==> config.mk <==
export PLATFORM = sky130hd
export DESIGN_NAME = amx_mac_array
export DESIGN_NICKNAME = d
export VERILOG_FILES = /design/src/rtl/amx_mac_array.sv
export SDC_FILE = /design/constraint.sdc
export NUM_CORES = 1
export LEC_CHECK = 0
export BUFFER_PORTS_ARGS = -buffer_cell sky130_fd_sc_hd__buf_4
export CELL_PAD_IN_SITES_DETAIL_PLACEMENT = 2
export CELL_PAD_IN_SITES_GLOBAL_PLACEMENT = 2
export CORE_MARGIN = 2
export CORE_UTILIZATION = 45
export DETAILED_ROUTE_END_ITERATION = 10
export PLACE_DENSITY = 0.95
export SYNTH_ARGS = -nofsm -noshare
export SYNTH_HDL_FRONTEND = slang
export SYNTH_SLANG_ARGS = --single-unit
export TNS_END_PERCENT = 100
==> constraint.sdc <==
create_clock -name clk -period 23.3 [get_ports clk]
set_input_delay 1.165 -clock clk [delete_from_list [all_inputs] [get_ports clk]]
set_output_delay 1.165 -clock clk [all_outputs]
set_load 0.01 [all_outputs]
==> src/rtl/amx_mac_array.sv <==
// ---------------------------------------------------------------------------
// amx_mac_array
//
// Multi-channel multiply-accumulate engine fed by a byte-wide operand stream.
// Operands arrive as A,B pairs.  Each pair is multiplied and the product is
// accumulated into one channel.  Channels are chosen round-robin.  The
// accumulators saturate and set sticky per-channel overflow flags.  They are
// read back as a serial byte dump: channel 0 first, least significant byte
// first.
//
// Ports:
//   clk          rising-edge clock
//   rst_n        asynchronous active-low reset
//   in_data      operand stream (DATA_W bits)
//   in_valid     operand present; accepted when in_valid && in_ready
//   in_ready     engine can accept an operand (states S_A / S_B)
//   signed_mode  1 = two's-complement arithmetic, 0 = unsigned
//   clear        single-cycle pulse: zero all state, return to S_A
//   dump         single-cycle pulse: start readout (honoured only in S_A)
//   out_data     dump byte
//   out_valid    out_data is valid this cycle
//   busy         high in S_MAC and S_DUMP
//   ovf          sticky per-channel saturation flags
// ---------------------------------------------------------------------------
module amx_mac_array #(
    parameter int DATA_W   = 8,
    parameter int CHANNELS = 4,
    parameter int ACC_W    = 20
) (
    input  logic                clk,
    input  logic                rst_n,
    input  logic [DATA_W-1:0]   in_data,
    input  logic                in_valid,
    output logic                in_ready,
    input  logic                signed_mode,
    input  logic                clear,
    input  logic                dump,
    output logic [7:0]          out_data,
    output logic                out_valid,
    output logic                busy,
    output logic [CHANNELS-1:0] ovf
);

    localparam int NBYTES = (ACC_W + 7) / 8;
    localparam int DUMP_W = NBYTES * 8;
    localparam int CW     = (CHANNELS > 1) ? $clog2(CHANNELS) : 1;
    localparam int BW     = (NBYTES > 1) ? $clog2(NBYTES) : 1;
    localparam int PW     = 2 * DATA_W;
    // One guard bit above the accumulator is enough: both the unsigned and
    // the signed sum of an in-range accumulator and a product fit in ACC_W+1.
    localparam int SW     = ACC_W + 1;

    typedef enum logic [1:0] {
        S_A    = 2'd0,
        S_B    = 2'd1,
        S_MAC  = 2'd2,
        S_DUMP = 2'd3
    } state_t;

    state_t            state;
    logic [ACC_W-1:0]  acc [CHANNELS];
    logic [CW-1:0]     ptr;
    logic [DATA_W-1:0] a_reg;
    logic [DATA_W-1:0] b_reg;

    // Dump bookkeeping: the byte currently on out_data and the signedness
    // captured when the dump started.
    logic [CW-1:0]     cur_ch;
    logic [BW-1:0]     cur_byte;
    logic              dump_signed;

    // ------------------------------------------------------------------
    // Status decodes straight from the state register, so they follow an
    // asynchronous reset immediately.
    // ------------------------------------------------------------------
    assign in_ready = (state == S_A) || (state == S_B);
    assign busy     = (state == S_MAC) || (state == S_DUMP);

    // ------------------------------------------------------------------
    // Multiply-accumulate datapath with saturation.
    // ------------------------------------------------------------------
    logic [PW-1:0]    a_ext;
    logic [PW-1:0]    b_ext;
    logic [PW-1:0]    prod;
    logic [SW-1:0]    prod_ext;
    logic [SW-1:0]    acc_ext;
    logic [SW-1:0]    sum;
    logic [ACC_W-1:0] acc_cur;
    logic [ACC_W-1:0] mac_result;
    logic             mac_clamp;

    always_comb begin
        acc_cur  = acc[ptr];
        a_ext    = signed_mode ? {{DATA_W{a_reg[DATA_W-1]}}, a_reg}
                               : {{DATA_W{1'b0}}, a_reg};
        b_ext    = signed_mode ? {{DATA_W{b_reg[DATA_W-1]}}, b_reg}
                               : {{DATA_W{1'b0}}, b_reg};
        // A 2*DATA_W-bit product of extended operands is exact for both
        // signed and unsigned interpretations.
        prod     = a_ext * b_ext;
        prod_ext = signed_mode ? {{(SW-PW){prod[PW-1]}}, prod}
                               : {{(SW-PW){1'b0}}, prod};
        acc_ext  = signed_mode ? {acc_cur[ACC_W-1], acc_cur}
                               : {1'b0, acc_cur};
        sum        = acc_ext + prod_ext;
        mac_result = sum[ACC_W-1:0];
        mac_clamp  = 1'b0;
        if (signed_mode) begin
            // Guard bit disagreeing with the sign bit means the result left
            // the signed range; the guard bit tells which end to clamp to.
            if (sum[SW-1] != sum[SW-2]) begin
                mac_clamp  = 1'b1;
                mac_result = sum[SW-1] ? {1'b1, {(ACC_W-1){1'b0}}}
                                       : {1'b0, {(ACC_W-1){1'b1}}};
            end
        end else begin
            if (sum[SW-1]) begin
                mac_clamp  = 1'b1;
                mac_result = {ACC_W{1'b1}};
            end
        end
    end

    // ------------------------------------------------------------------
    // Dump byte selection.  The accumulator is widened to a whole number
    // of bytes, sign-extended only for a signed dump.
    // ------------------------------------------------------------------
    function automatic logic [7:0] pick_byte(input logic [ACC_W-1:0] val,
                                             input logic [BW-1:0]    idx,
                                             input logic             sgn);
        logic [DUMP_W-1:0] wide;
        wide              = {DUMP_W{sgn & val[ACC_W-1]}};
        wide[ACC_W-1:0]   = val;
        return wide[int'(idx)*8 +: 8];
    endfunction

    logic [CW-1:0] nxt_ch;
    logic [BW-1:0] nxt_byte;
    logic          dump_last;
    logic [7:0]    first_byte;
    logic [7:0]    next_byte;

    always_comb begin
        dump_last = (cur_ch == CW'(CHANNELS-1)) && (cur_byte == BW'(NBYTES-1));
        if (cur_byte == BW'(NBYTES-1)) begin
            nxt_byte = '0;
            nxt_ch   = cur_ch + 1'b1;
        end else begin
            nxt_byte = cur_byte + 1'b1;
            nxt_ch   = cur_ch;
        end
        first_byte = pick_byte(acc[0], '0, signed_mode);
        next_byte  = pick_byte(acc[nxt_ch], nxt_byte, dump_signed);
    end

    // ------------------------------------------------------------------
    // Control FSM and all state.  clear wins over everything, then dump,
    // then an offered operand.
    // ------------------------------------------------------------------
    always_ff @(posedge clk or negedge rst_n) begin
        if (!rst_n) begin
            state       <= S_A;
            for (int i = 0; i < CHANNELS; i++) acc[i] <= '0;
            ovf         <= '0;
            ptr         <= '0;
            a_reg       <= '0;
            b_reg       <= '0;
            cur_ch      <= '0;
            cur_byte    <= '0;
            dump_signed <= 1'b0;
            out_data    <= '0;
            out_valid   <= 1'b0;
        end else if (clear) begin
            state     <= S_A;
            for (int i = 0; i < CHANNELS; i++) acc[i] <= '0;
            ovf       <= '0;
            ptr       <= '0;
            a_reg     <= '0;
            out_data  <= '0;
            out_valid <= 1'b0;
        end else begin
            case (state)
                S_A: begin
                    if (dump) begin
                        state       <= S_DUMP;
                        dump_signed <= signed_mode;
                        cur_ch      <= '0;
                        cur_byte    <= '0;
                        out_data    <= first_byte;
                        out_valid   <= 1'b1;
                    end else if (in_valid) begin
                        a_reg <= in_data;
                        state <= S_B;
                    end
                end
                S_B: begin
                    if (in_valid) begin
                        b_reg <= in_data;
                        state <= S_MAC;
                    end
                end
                S_MAC: begin
                    acc[ptr] <= mac_result;
                    if (mac_clamp) ovf[ptr] <= 1'b1;
                    ptr   <= (ptr == CW'(CHANNELS-1)) ? '0 : ptr + 1'b1;
                    state <= S_A;
                end
                S_DUMP: begin
                    if (dump_last) begin
                        out_valid <= 1'b0;
                        out_data  <= '0;
                        state     <= S_A;
                    end else begin
                        cur_ch   <= nxt_ch;
                        cur_byte <= nxt_byte;
                        out_data <= next_byte;
                    end
                end
                default: state <= S_A;
            endcase
        end
    end

endmodule

==> out/results.ini, run 1 <==
[worst_setup_path]
path_max_fanout=25
family_with_the_most_delay_on_the_worst_path=adder cells
number_of_buffer_and_inverter_stages_on_the_critical_path=7
endpoint_required_time_on_the_critical_path_ps=23670
worstSetupPathType=in2reg
cpMaxStageDelayCell=sky130_fd_sc_hd__a21boi_0
timing.critical_path.slowest_cell_delay_ps=650
worstSetupEndpointType=flop
worstPathArrival_ps=12290
startpoint_type=input pin

[route]
drt_pre_antenna_iters=5
iteration_0_drc_count_of_the_detailed_router=1087
drt_wl_total_mm=53.2
post_drt_via_cell_ratio=6.98
top_layer=met4
detail_route.drc_violations=0
wirelength_met1_mm=16.9
route.vias.total=9975
wl_met2_mm=26.2
wl_met3_mm=4.77
route.detailed.wl_per_inst_um=37.3
antenna_violating_nets_post_route=0

[power]
pwr-share-seq_pct=29.9
vdd.ir_drop.worst_uv=80.0
share_of_total_power_consumed_by_net_switching_pct=41.9
power_per_cell_area_nw_per_um2=70.9
pwr-share-comb_pct=34.1
p_leak_nw=5.66
clock_power_share_pct=36.0
power_switching_w=0.000351
p_int_w=0.000488

[sta]
worst_clock_skew_ps=14.4
relSlewSlack_pct=29.9
hold_violations=0
final_max_slew_violation_count=0
unrepaired_setup_endpoints_after_global_routing=false
timing.final.setup_violations=0
finalWorstSetupSlack_ps=11380
worst_tran_pin_value_ps=1050
achievable-frequency_mhz=83.9
fin_tns_setup_ps=0
clock_period_minus_worst_slack_ps=11920
final.period_utilization_pct=51.2

[floorplan]
die-area_sq_um=25000
row_count=56
core_area_sq_um=23400
fp.dieH_um=158
i_o_pin_count=29
initial_cell_density_of_the_core_pct=45.6
die_w_um=158

[layout]
layout.area.seq_sq_um=2950
multi_input_comb_area_sq_um=7060
fill_cells=2395
design_area_sq_um=11800
largest-register=acc
largest_register_ff_count=80
areaGrowthSynthToFinish_pct=10.9
nets=1258
post_route_cells_drive_above_1_share_pct=12.3

[synthesis]
sequential_cell_area_fraction_in_the_yosys_report_pct=27.7
ys_types=62
synthesis.yosys.warnings=0
syn-cell-area_sq_um=10700
synthArstFlopShare_pct=100
synthesis.nets=1248
syn-mean-instance-area_sq_um=9.83
synth-seq-cells=118
synth_edf_count=0
postSynth.topFlopCell=sky130_fd_sc_hd__dfrtp_1
postSynthCellCount=1085

[clock_network]
ctsLongestPathBuffers=2
postCtsResizedCells=0
tritoncts.num_buffers=17
cts_tree=built
cts_htree_levels=4
cts.repair_timing.setup_buffer_count=0
clock-root-buffer=sky130_fd_sc_hd__clkbuf_16
cts_hold_buf=0
clock-sinks=118
clkSlewWorstSetupHoldPaths_ps=60
clk-insertion-delay-late_ps=460

[global_routing]
grt_first_pass_wirelength_mm=79.1
grt_start_max_net_pins=64
antenna_found_initial=3
grt_util_all_layers_pct=45.2
grt.overflow.total=0
number_of_global_route_vias_before_repair=11500

[place]
placement.cell_area_sq_um=11200
place_congestion=0.901
place_ws_ps=11640
detailedPlacementHpwl_mm=33.9
port_buffers=28

[hold_path]
holdCritPathClass=reg2reg

[run_status]
run_status=finished, final reports clean

[flow_run]
cap_violations=0

## layer usage
layer / GRT usage [%] / vias to the layer above
li1: - / 3783
met1: 45.8 / 5055
met2: 74.4 / 756
met3: 15.6 / 381
met4: 38.1 / 0
met5: 2.28 / -
## worst paths after layout
path	from	slack, ps	cells after the start	to
min in group asynchronous	rst_n	770	1	acc[78]
worst max register to register	a_reg[7]	11780	35	acc[33]
max in group asynchronous	rst_n	21080	2	b_reg[2]
worst max-delay path	signed_mode	11380	36	acc[33]
worst min register to register	out_data[5]	500	2	out_data[5]
worst min-delay path	out_data[5]	500	2	out_data[5]
## through the flow
step	power, W	hold WS [ps]	std cells	utilization, %
6_report	0.000839	498	1429	50.6
5_1_grt	0.000857	527	1428	50.5
4_1_cts	0.000822	498	1427	50.5
3_5_place_dp	0.000509	476	1395	47.8
3_3_place_gp	0.000473	467	1395	47.8
2_1_floorplan	0.000401	461	1085	-
## cell type report
class	instances	area share (%)
diodes	2	0.0423
repair buffers	39	2.47
inverters	131	4.16
clock buffers	18	3.63
well taps	319	3.37
multi-input cells	788	59.7
flip-flops and latches	118	25.0
clock inverters	14	1.69
## power by group through the flow
stage,sequential [W],clock (W),combinational (W)
2_1_floorplan,0.000229,0,0.000173
3_3_place_gp,0.000247,0,0.000227
3_5_place_dp,0.000250,0,0.000259
4_1_cts,0.000248,0.000299,0.000275
5_1_grt,0.000250,0.000306,0.000301
6_report,0.000251,0.000303,0.000286
## cells by family after synthesis
family | count (synthesis) | share of synthesized area [%]
adders and majority gates | 149 | 22.3
and+or+nand+nor | 293 | 13.0
muxes | 53 | 9.64
AOI/OAI and AO/OA | 241 | 16.0
DFF | 118 | 27.7
buffers and inverters | 179 | 6.32
xor gates and xnor gates | 52 | 5.09
## synthesized netlist by cell type, types with 3 or more instances
library cell / n / area (sq um)
sky130_fd_sc_hd__inv_1: 131 / 492
sky130_fd_sc_hd__dfrtp_1: 118 / 2950
sky130_fd_sc_hd__nand2_1: 109 / 409
sky130_fd_sc_hd__ha_1: 80 / 1000
sky130_fd_sc_hd__fa_1: 69 / 1380
sky130_fd_sc_hd__nor2_1: 63 / 236
sky130_fd_sc_hd__and2_1: 61 / 382
sky130_fd_sc_hd__a21oi_1: 54 / 270
sky130_fd_sc_hd__o21ai_0: 54 / 270
sky130_fd_sc_hd__clkbuf_1: 40 / 150
sky130_fd_sc_hd__mux4_2: 39 / 878
sky130_fd_sc_hd__a221o_1: 37 / 370
sky130_fd_sc_hd__xnor2_1: 36 / 315
sky130_fd_sc_hd__a22o_1: 20 / 175
sky130_fd_sc_hd__nor3_1: 16 / 80.1
sky130_fd_sc_hd__a21o_1: 13 / 97.6
sky130_fd_sc_hd__xor2_1: 10 / 87.6
sky130_fd_sc_hd__a31oi_1: 9 / 56.3
sky130_fd_sc_hd__mux2_2: 8 / 90.1
sky130_fd_sc_hd__nand2b_1: 8 / 50.1
sky130_fd_sc_hd__and3_1: 7 / 43.8
sky130_fd_sc_hd__nand3_1: 7 / 35.0
sky130_fd_sc_hd__nor2b_1: 7 / 43.8
sky130_fd_sc_hd__o21a_1: 7 / 52.6
sky130_fd_sc_hd__buf_1: 6 / 22.5
sky130_fd_sc_hd__mux2i_1: 6 / 60.1
sky130_fd_sc_hd__o21bai_1: 6 / 45.0
sky130_fd_sc_hd__o31ai_1: 6 / 45.0
sky130_fd_sc_hd__a22oi_1: 4 / 30.0
sky130_fd_sc_hd__or3_1: 4 / 25.0
sky130_fd_sc_hd__a211oi_1: 3 / 22.5
sky130_fd_sc_hd__a21boi_0: 3 / 22.5
sky130_fd_sc_hd__a21oi_2: 3 / 26.3
sky130_fd_sc_hd__a31o_2: 3 / 26.3
sky130_fd_sc_hd__o211a_1: 3 / 30.0
## placed cells by master (no fill, tap or decap), types with 35 or more instances in the layout
cell / count
sky130_fd_sc_hd__inv_1: 131
sky130_fd_sc_hd__nand2_1: 109
sky130_fd_sc_hd__a21oi_1: 54
sky130_fd_sc_hd__fa_1: 69
sky130_fd_sc_hd__and2_1: 61
sky130_fd_sc_hd__o21ai_0: 54
sky130_fd_sc_hd__a221o_1: 37
sky130_fd_sc_hd__mux4_2: 39
sky130_fd_sc_hd__dfrtp_1: 118
sky130_fd_sc_hd__xnor2_1: 35
sky130_fd_sc_hd__nor2_1: 63
sky130_fd_sc_hd__buf_4: 39
sky130_fd_sc_hd__ha_1: 80
## worst reg2reg max path, delay by kind of cell (launching register included)
kind	cells	cell delay, ps
AOI/OAI and AO/OA	10	3250
xor gates and xnor gates	2	460
adders and majority gates	9	4420
buffers and inverters	6	440
DFF	1	530
and+or+nand+nor	8	2340
Note: power is estimated with default switching activity, not from simulation.
==> run 2, diff against run 1 <==
Settings changed: ABC_AREA set to 1, CORE_UTILIZATION 45 to 37, PLACE_DENSITY 0.95 to 0.91.
Clock period 23.3 ns to 11.66 ns, I/O delays scaled along.
==> out/results.ini, run 2 <==
[clock_network]
postCtsResizedCells=0  ; unchanged
cts_tree=built
ctsLongestPathBuffers=2  ; unchanged
clock-sinks=118  ; unchanged
cts.repair_timing.setup_buffer_count=0  ; unchanged
tritoncts.num_buffers=17  ; unchanged
cts_htree_levels=4  ; unchanged
clk-insertion-delay-late_ps=460  ; about the same
cts_hold_buf=0  ; unchanged
clkSlewWorstSetupHoldPaths_ps=70  ; about the same
clock-root-buffer=sky130_fd_sc_hd__clkbuf_16

[floorplan]
row_count=64  ; +14%
initial_cell_density_of_the_core_pct=37.8  ; -7.8 points
die_w_um=181  ; +15%
i_o_pin_count=29  ; unchanged
core_area_sq_um=30700  ; +31%
die-area_sq_um=32800  ; +32%
fp.dieH_um=181  ; +15%

[synthesis]
ys_types=48  ; -23%
synth-seq-cells=118  ; unchanged
share_of_synthesized_cell_area_in_full_adder_half_adder_and_majority_cells_pct=20.5  ; -1.8 points
synth_top_cells_by_count=528 x sky130_fd_sc_hd__nand2_1, 309 x sky130_fd_sc_hd__inv_1, 118 x sky130_fd_sc_hd__dfrtp_1, 117 x sky130_fd_sc_hd__o21ai_0, 80 x sky130_fd_sc_hd__ha_1
sequential_cell_area_fraction_in_the_yosys_report_pct=25.4  ; -2.3 points
synth_mux_area_share_pct=0  ; -9.6 points
yosys.cell_count.top_type=sky130_fd_sc_hd__nand2_1
synth-simple-area-share_pct=27.0  ; +14 points
synthArstFlopShare_pct=100  ; unchanged
syn-mean-instance-area_sq_um=7.04  ; -28%
synth_top_area_cell=sky130_fd_sc_hd__dfrtp_1
synthesis.yosys.warnings=0  ; unchanged
synth_top_area_share_pct=25.4  ; -2.3 points
synth_edf_count=0  ; unchanged
synth_xor_area_share_pct=1.51  ; -3.6 points
combinational_family_with_the_most_area_after_synthesis=simple AND/OR/NAND/NOR gates
synth_top_cells_by_area=sky130_fd_sc_hd__dfrtp_1 25%, sky130_fd_sc_hd__nand2_1 17%, sky130_fd_sc_hd__fa_1 12%
syn-cell-area_sq_um=11600  ; +8.9%
synth-compound-area-share_pct=12.4  ; -3.6 points
synthesis.nets=1813  ; +45%
postSynthCellCount=1650  ; +52%
postSynth.topFlopCell=sky130_fd_sc_hd__dfrtp_1

[power]
vdd.ir_drop.worst_uv=103  ; +28%
power_per_cell_area_nw_per_um2=177  ; +150%
p_leak_nw=7.23  ; +28%
totalPowerFinal_w=0.00226  ; +170%

[worst_setup_path]
worstSetupEndpointType=flop
cpMaxStageDelayCell=sky130_fd_sc_hd__dfrtp_1
endpoint_required_time_on_the_critical_path_ps=12000  ; -11670 ps
register_to_register_setup_slack_ps=1440  ; -10340 ps
timing.critical_path.slowest_cell_delay_ps=780  ; +130 ps
rr_endpoint=acc[68]
rr_worst_depth=35  ; unchanged
crit-reg2reg-launch=a_reg[7]
path_max_fanout=19  ; -24%
worstPathArrival_ps=10560  ; -1730 ps
startpoint_type=flop
worst_path_most_repeated_cell=sky130_fd_sc_hd__nand2_1
worstSetupPathType=reg2reg

[sta]
worst_tran_pin_value_ps=1110  ; +66.6 ps
relSlewSlack_pct=25.7  ; -4.2 points
fin_tns_setup_ps=0  ; unchanged
final.period_utilization_pct=87.7
timing.final.setup_violations=0  ; unchanged
final_max_slew_violation_count=0  ; unchanged
whs_ps=120  ; -377 ps
unrepaired_setup_endpoints_after_global_routing=false
hold_violations=0  ; unchanged
worst_clock_skew_ps=11.4  ; -3.01 ps
achievable-frequency_mhz=97.8
clock_period_minus_worst_slack_ps=10220

[layout]
antennaDiodeCount=0  ; -2
largest_register_ff_count=80  ; unchanged
areaGrowthSynthToFinish_pct=9.65
post_route_cells_drive_above_1_share_pct=9.16  ; -3.1 points
largest-register=acc
fill_cells=3557  ; +49%
nets=1810  ; +44%
finalNonFillerCells=2056  ; +44%
layout_common_cells=528 x sky130_fd_sc_hd__nand2_1, 309 x sky130_fd_sc_hd__inv_1, 118 x sky130_fd_sc_hd__dfrtp_1, 117 x sky130_fd_sc_hd__o21ai_0, 80 x sky130_fd_sc_hd__ha_1
most_common_library_cell_in_the_layout_ignoring_fill_and_taps=sky130_fd_sc_hd__nand2_1

[place]
port_buffers=28  ; unchanged
detailedPlacementHpwl_mm=37.5  ; +11%
place_congestion=0.849  ; -5.8%
placedCellCount=2024  ; +45%

[route]
iteration_0_drc_count_of_the_detailed_router=1146  ; +5.4%
drt_pre_antenna_iters=5  ; unchanged
route.detailed.wl_per_inst_um=29.5  ; -21%
drt_wl_total_mm=60.6  ; +14%
post_drt_via_cell_ratio=6.01  ; -14%
detail_route.drc_violations=0  ; unchanged
antenna_violating_nets_post_route=0  ; unchanged
route.vias.total=12400  ; +24%

[global_routing]
grt_util_all_layers_pct=37.8  ; -7.3 points
grt_first_pass_wirelength_mm=92.9  ; +17%
number_of_global_route_vias_before_repair=14400  ; +25%
grt.overflow.total=0  ; unchanged
antenna_found_initial=0  ; -3
grt_start_max_net_pins=78  ; +22%

[run_status]
run_status=finished, final reports clean

[hold_path]
holdCritPathClass=in2async

[flow_run]
cap_violations=0  ; unchanged

[run 2: cell count changes after synthesis, moves of 13 or more]
cell and delta:
sky130_fd_sc_hd__a21oi_1 +22, sky130_fd_sc_hd__inv_1 +178, sky130_fd_sc_hd__xnor2_1 -26, sky130_fd_sc_hd__mux4_2 -39
sky130_fd_sc_hd__o21ai_0 +63, sky130_fd_sc_hd__nand3_1 +50, sky130_fd_sc_hd__a22o_1 -20, sky130_fd_sc_hd__and2_1 -60
sky130_fd_sc_hd__a221o_1 -37, sky130_fd_sc_hd__nor3_1 -15, sky130_fd_sc_hd__nand2_2 +24, sky130_fd_sc_hd__nand2_1 +419
sky130_fd_sc_hd__nand2_4 +13
[run 2: metrics by stage]
| step | utilization [%] | instance area (sq um) | setup WS, ps |
|---|---|---|---|
| CTS | 41.4 | 12700 | 1640 |
| global route | 41.4 | 12700 | 1080 |
| floorplan | - | 11600 | 3590 |
| global placement | 39.5 | 12100 | 2700 |
| finish | 41.4 | 12700 | 1440 |
| detailed placement | 39.5 | 12100 | 1810 |
[run 2: cell families after synthesis]
group           Yosys count
simple gates            725
buf+inv                 384
compound gates          254
fa+ha+maj               149
flops                   118
xor+xnor                 20
[run 2: how the worst max path moves through the flow]
| stage | start | end | slack [ps] | depth (start not counted) |
|---|---|---|---|---|
| finish | a_reg[7] | acc[68] | 1440 | 35 |
| global route | b_reg[7] | acc[52] | 1080 | 41 |
| CTS | a_reg[7] | acc[28] | 1640 | 35 |
| detailed placement | signed_mode | acc[33] | 1810 | 36 |
| global placement | signed_mode | acc[53] | 2700 | 36 |
| floorplan | signed_mode | acc[22] | 3590 | 37 |
[run 2: routing by layer]
layer	part of all wire (%)	up-vias	routed length, um	track usage (%)
met4	6.9	0	4190	25.6
met5	0	-	0	0
li1	-	5082	-	-
met1	38	6296	23200	43.0
met2	48	689	29400	64.6
met3	6.3	289	3800	7.16
[run 2: final cells by class]
class,instances,area [sq um],area share (%)
Sequential cell,118,2950,23.2
Clock inverter,12,144,1.13
Tap cell,396,495,3.89
Inverter,316,1190,9.32
Clock buffer,20,457,3.58
Multi-Input combinational cell,1148,7160,56.2
Timing Repair Buffer,46,345,2.71
[run 2: power breakdown]
group,switching [W],internal (W)
sequential,0.000113,0.000451
combinational,0.000791,0.000326
clock,0.000246,0.000330
[run 2: worst max-delay path: cells and delay by family (launching register included)]
family	cells	cell delay, ps
compound gates	6	1450
fa+ha+maj	9	4450
buf+inv	4	470
flops	1	780
simple gates	16	2910
==> run 3, diff against run 2 <==
Settings changed: CORE_UTILIZATION 37 to 30, PLACE_DENSITY 0.91 to 0.78.
==> out/results.ini, run 3 (synthesis results as in run 2) <==
[floorplan]
i_o_pin_count=29  ; unchanged
die_w_um=201  ; +11%
core_area_sq_um=38500  ; +25%
die-area_sq_um=40300  ; +23%
initial_cell_density_of_the_core_pct=30.2  ; -7.6 points
row_count=72  ; +13%
fp.dieH_um=201  ; +11%

[clock_network]
cts.repair_timing.setup_buffer_count=0  ; unchanged
cts_tree=built
clock-root-buffer=sky130_fd_sc_hd__clkbuf_16
clk-insertion-delay-late_ps=460  ; about the same
clkSlewWorstSetupHoldPaths_ps=60  ; about the same
cts_hold_buf=0  ; unchanged
postCtsResizedCells=0  ; unchanged
cts_htree_levels=4  ; unchanged
tritoncts.num_buffers=17  ; unchanged
clock-sinks=118  ; unchanged
ctsLongestPathBuffers=2  ; unchanged

[sta]
worst_clock_skew_ps=15.3  ; +3.96 ps
achievable-frequency_mhz=108  ; +11%
fin_tns_setup_ps=0  ; unchanged
relSlewSlack_pct=23.3  ; -2.4 points
finalWorstSetupSlack_ps=2440  ; +1000 ps
whs_ps=120  ; -0.515 ps
clock_period_minus_worst_slack_ps=9220  ; -1000 ps
final.period_utilization_pct=79.1  ; -8.6 points
timing.final.setup_violations=0  ; unchanged
worst_tran_pin_value_ps=1150  ; +32.1 ps
final_max_slew_violation_count=0  ; unchanged
unrepaired_setup_endpoints_after_global_routing=false
hold_violations=0  ; unchanged

[layout]
largest_register_ff_count=80  ; unchanged
layout.area.seq_sq_um=2950  ; unchanged
layout_common_cells=528 x sky130_fd_sc_hd__nand2_1, 309 x sky130_fd_sc_hd__inv_1, 118 x sky130_fd_sc_hd__dfrtp_1, 117 x sky130_fd_sc_hd__o21ai_0, 80 x sky130_fd_sc_hd__ha_1
areaGrowthSynthToFinish_pct=10.5
largest-register=acc
finalNonFillerCells=2171  ; +5.6%
antennaDiodeCount=0  ; unchanged
multi_input_comb_area_sq_um=7180  ; +0.31%
post_route_cells_drive_above_1_share_pct=8.71  ; -0.45 points
most_common_library_cell_in_the_layout_ignoring_fill_and_taps=sky130_fd_sc_hd__nand2_1
fill_cells=4591  ; +29%
nets=1805  ; -0.28%

[place]
port_buffers=28  ; unchanged
place_ws_ps=2180  ; +371 ps
place_congestion=0.820  ; -3.4%
detailedPlacementHpwl_mm=32.1  ; -14%
placedCellCount=2141  ; +5.8%

[global_routing]
antenna_found_initial=0  ; unchanged
grt_start_max_net_pins=77  ; -1.3%
grt_first_pass_wirelength_mm=72.7  ; -22%
number_of_global_route_vias_before_repair=12800  ; -11%
grt_util_all_layers_pct=23.1  ; -15 points
grt.overflow.total=0  ; unchanged

[route]
iteration_0_drc_count_of_the_detailed_router=473  ; -59%
drt_pre_antenna_iters=5  ; unchanged
route.vias.total=11000  ; -11%
route.detailed.wl_per_inst_um=20.4  ; -31%
wirelength_met1_mm=20.0  ; -14%
top_layer=met4
drt_wl_total_mm=44.2  ; -27%
antenna_violating_nets_post_route=0  ; unchanged
detail_route.drc_violations=0  ; unchanged
wl_met2_mm=22.1  ; -25%
wl_met3_mm=1.14  ; -70%
post_drt_via_cell_ratio=5.08  ; -15%

[worst_setup_path]
worstSetupEndpointType=flop
worstPathArrival_ps=9560  ; -1000 ps
endpoint_required_time_on_the_critical_path_ps=12000  ; about the same
worstSetupPathType=reg2reg
cpMaxStageDelayCell=sky130_fd_sc_hd__dfrtp_1
worst_path_most_repeated_cell=sky130_fd_sc_hd__nand2_1
timing.critical_path.slowest_cell_delay_ps=790  ; about the same
startpoint_type=flop
path_max_fanout=19  ; unchanged

[power]
pwr-share-comb_pct=47.2  ; -2.3 points
totalPowerFinal_w=0.00206  ; -8.7%
power_switching_w=0.000977  ; -15%
p_int_w=0.00108  ; -2.1%
clock_power_share_pct=25.6  ; about the same
power_per_cell_area_nw_per_um2=160  ; -9.4%
p_leak_nw=7.20  ; -0.46%
pwr-share-seq_pct=27.1  ; +2.1 points
share_of_total_power_consumed_by_net_switching_pct=47.4  ; -3.5 points
vdd.ir_drop.worst_uv=111  ; +8.5%

[flow_run]
cap_violations=0  ; unchanged

[run_status]
run_status=finished, final reports clean

[hold_path]
holdCritPathClass=in2async

-- run 3: cell count changes in the layout (fill, tap and decap cells not counted) --
| cell | previous run | this run |
|---|---|---|
| sky130_fd_sc_hd__clkinv_4 | 4 | 1 |
| sky130_fd_sc_hd__inv_8 | 1 | 0 |
| sky130_fd_sc_hd__a21oi_4 | 0 | 3 |
| sky130_fd_sc_hd__clkbuf_1 | 1 | 2 |
| sky130_fd_sc_hd__inv_6 | 2 | 0 |
| sky130_fd_sc_hd__clkinv_2 | 2 | 5 |
| sky130_fd_sc_hd__a21oi_2 | 4 | 1 |
| sky130_fd_sc_hd__buf_4 | 46 | 41 |
-- run 3: layout make-up --
| type | count | share of cell area (%) |
|---|---|---|
| sequential | 118 | 23.0 |
| multi-input combinational | 1148 | 55.9 |
| tap | 518 | 5.05 |
| clock buffer | 21 | 3.58 |
| timing repair buffer | 41 | 2.40 |
| clock inverter | 9 | 0.809 |
| inverter | 316 | 9.24 |
-- run 3: power by group through the flow --
stage | clock (W) | combinational, W | sequential [W]
2_1_floorplan | 0 | 0.000710 | 0.000485
3_3_place_gp | 0 | 0.000924 | 0.000559
3_5_place_dp | 0 | 0.000969 | 0.000564
4_1_cts | 0.000537 | 0.000980 | 0.000558
5_1_grt | 0.000552 | 0.00109 | 0.000568
6_report | 0.000528 | 0.000973 | 0.000559
-- run 3: routing by layer --
metal | up-vias | track usage, %
met5 | - | 0
met4 | 0 | 6.85
met3 | 61 | 3.26
met2 | 154 | 41.0
met1 | 5753 | 29.2
li1 | 5065 | -
-- run 3: per-stage QoR --
step / cell area [sq um] / utilization, %
3_3_place_gp: 12300 / 31.9
2_1_floorplan: 11600 / -
4_1_cts: 12800 / 33.4
5_1_grt: 12800 / 33.4
6_report: 12800 / 33.4
3_5_place_dp: 12300 / 31.9
-- run 3: worst max-delay path: cells and delay by family, from the launching register on --
family	cells	cell delay, ps
AND/OR/NAND/NOR	16	2430
AO/OA/AOI/OAI	6	1250
buffers and inverters	4	390
adder cells (fa/ha/maj)	9	4230
flip-flops	1	790
-- run 3: path summary, 6_finish.rpt --
| path | from | endpoint | slack (ps) | cells after the start |
|---|---|---|---|---|
| min in group clk | in_data[1] | b_reg[1] | 430 | 3 |
| max in group asynchronous | rst_n | acc[58] | 10050 | 2 |
| setup reg to reg | a_reg[7] | acc[73] | 2440 | 35 |
| setup / recovery | a_reg[7] | acc[73] | 2440 | 35 |
| hold reg to reg | acc[18] | acc[18] | 480 | 2 |
| hold / removal | rst_n | out_data[0] | 120 | 1 |
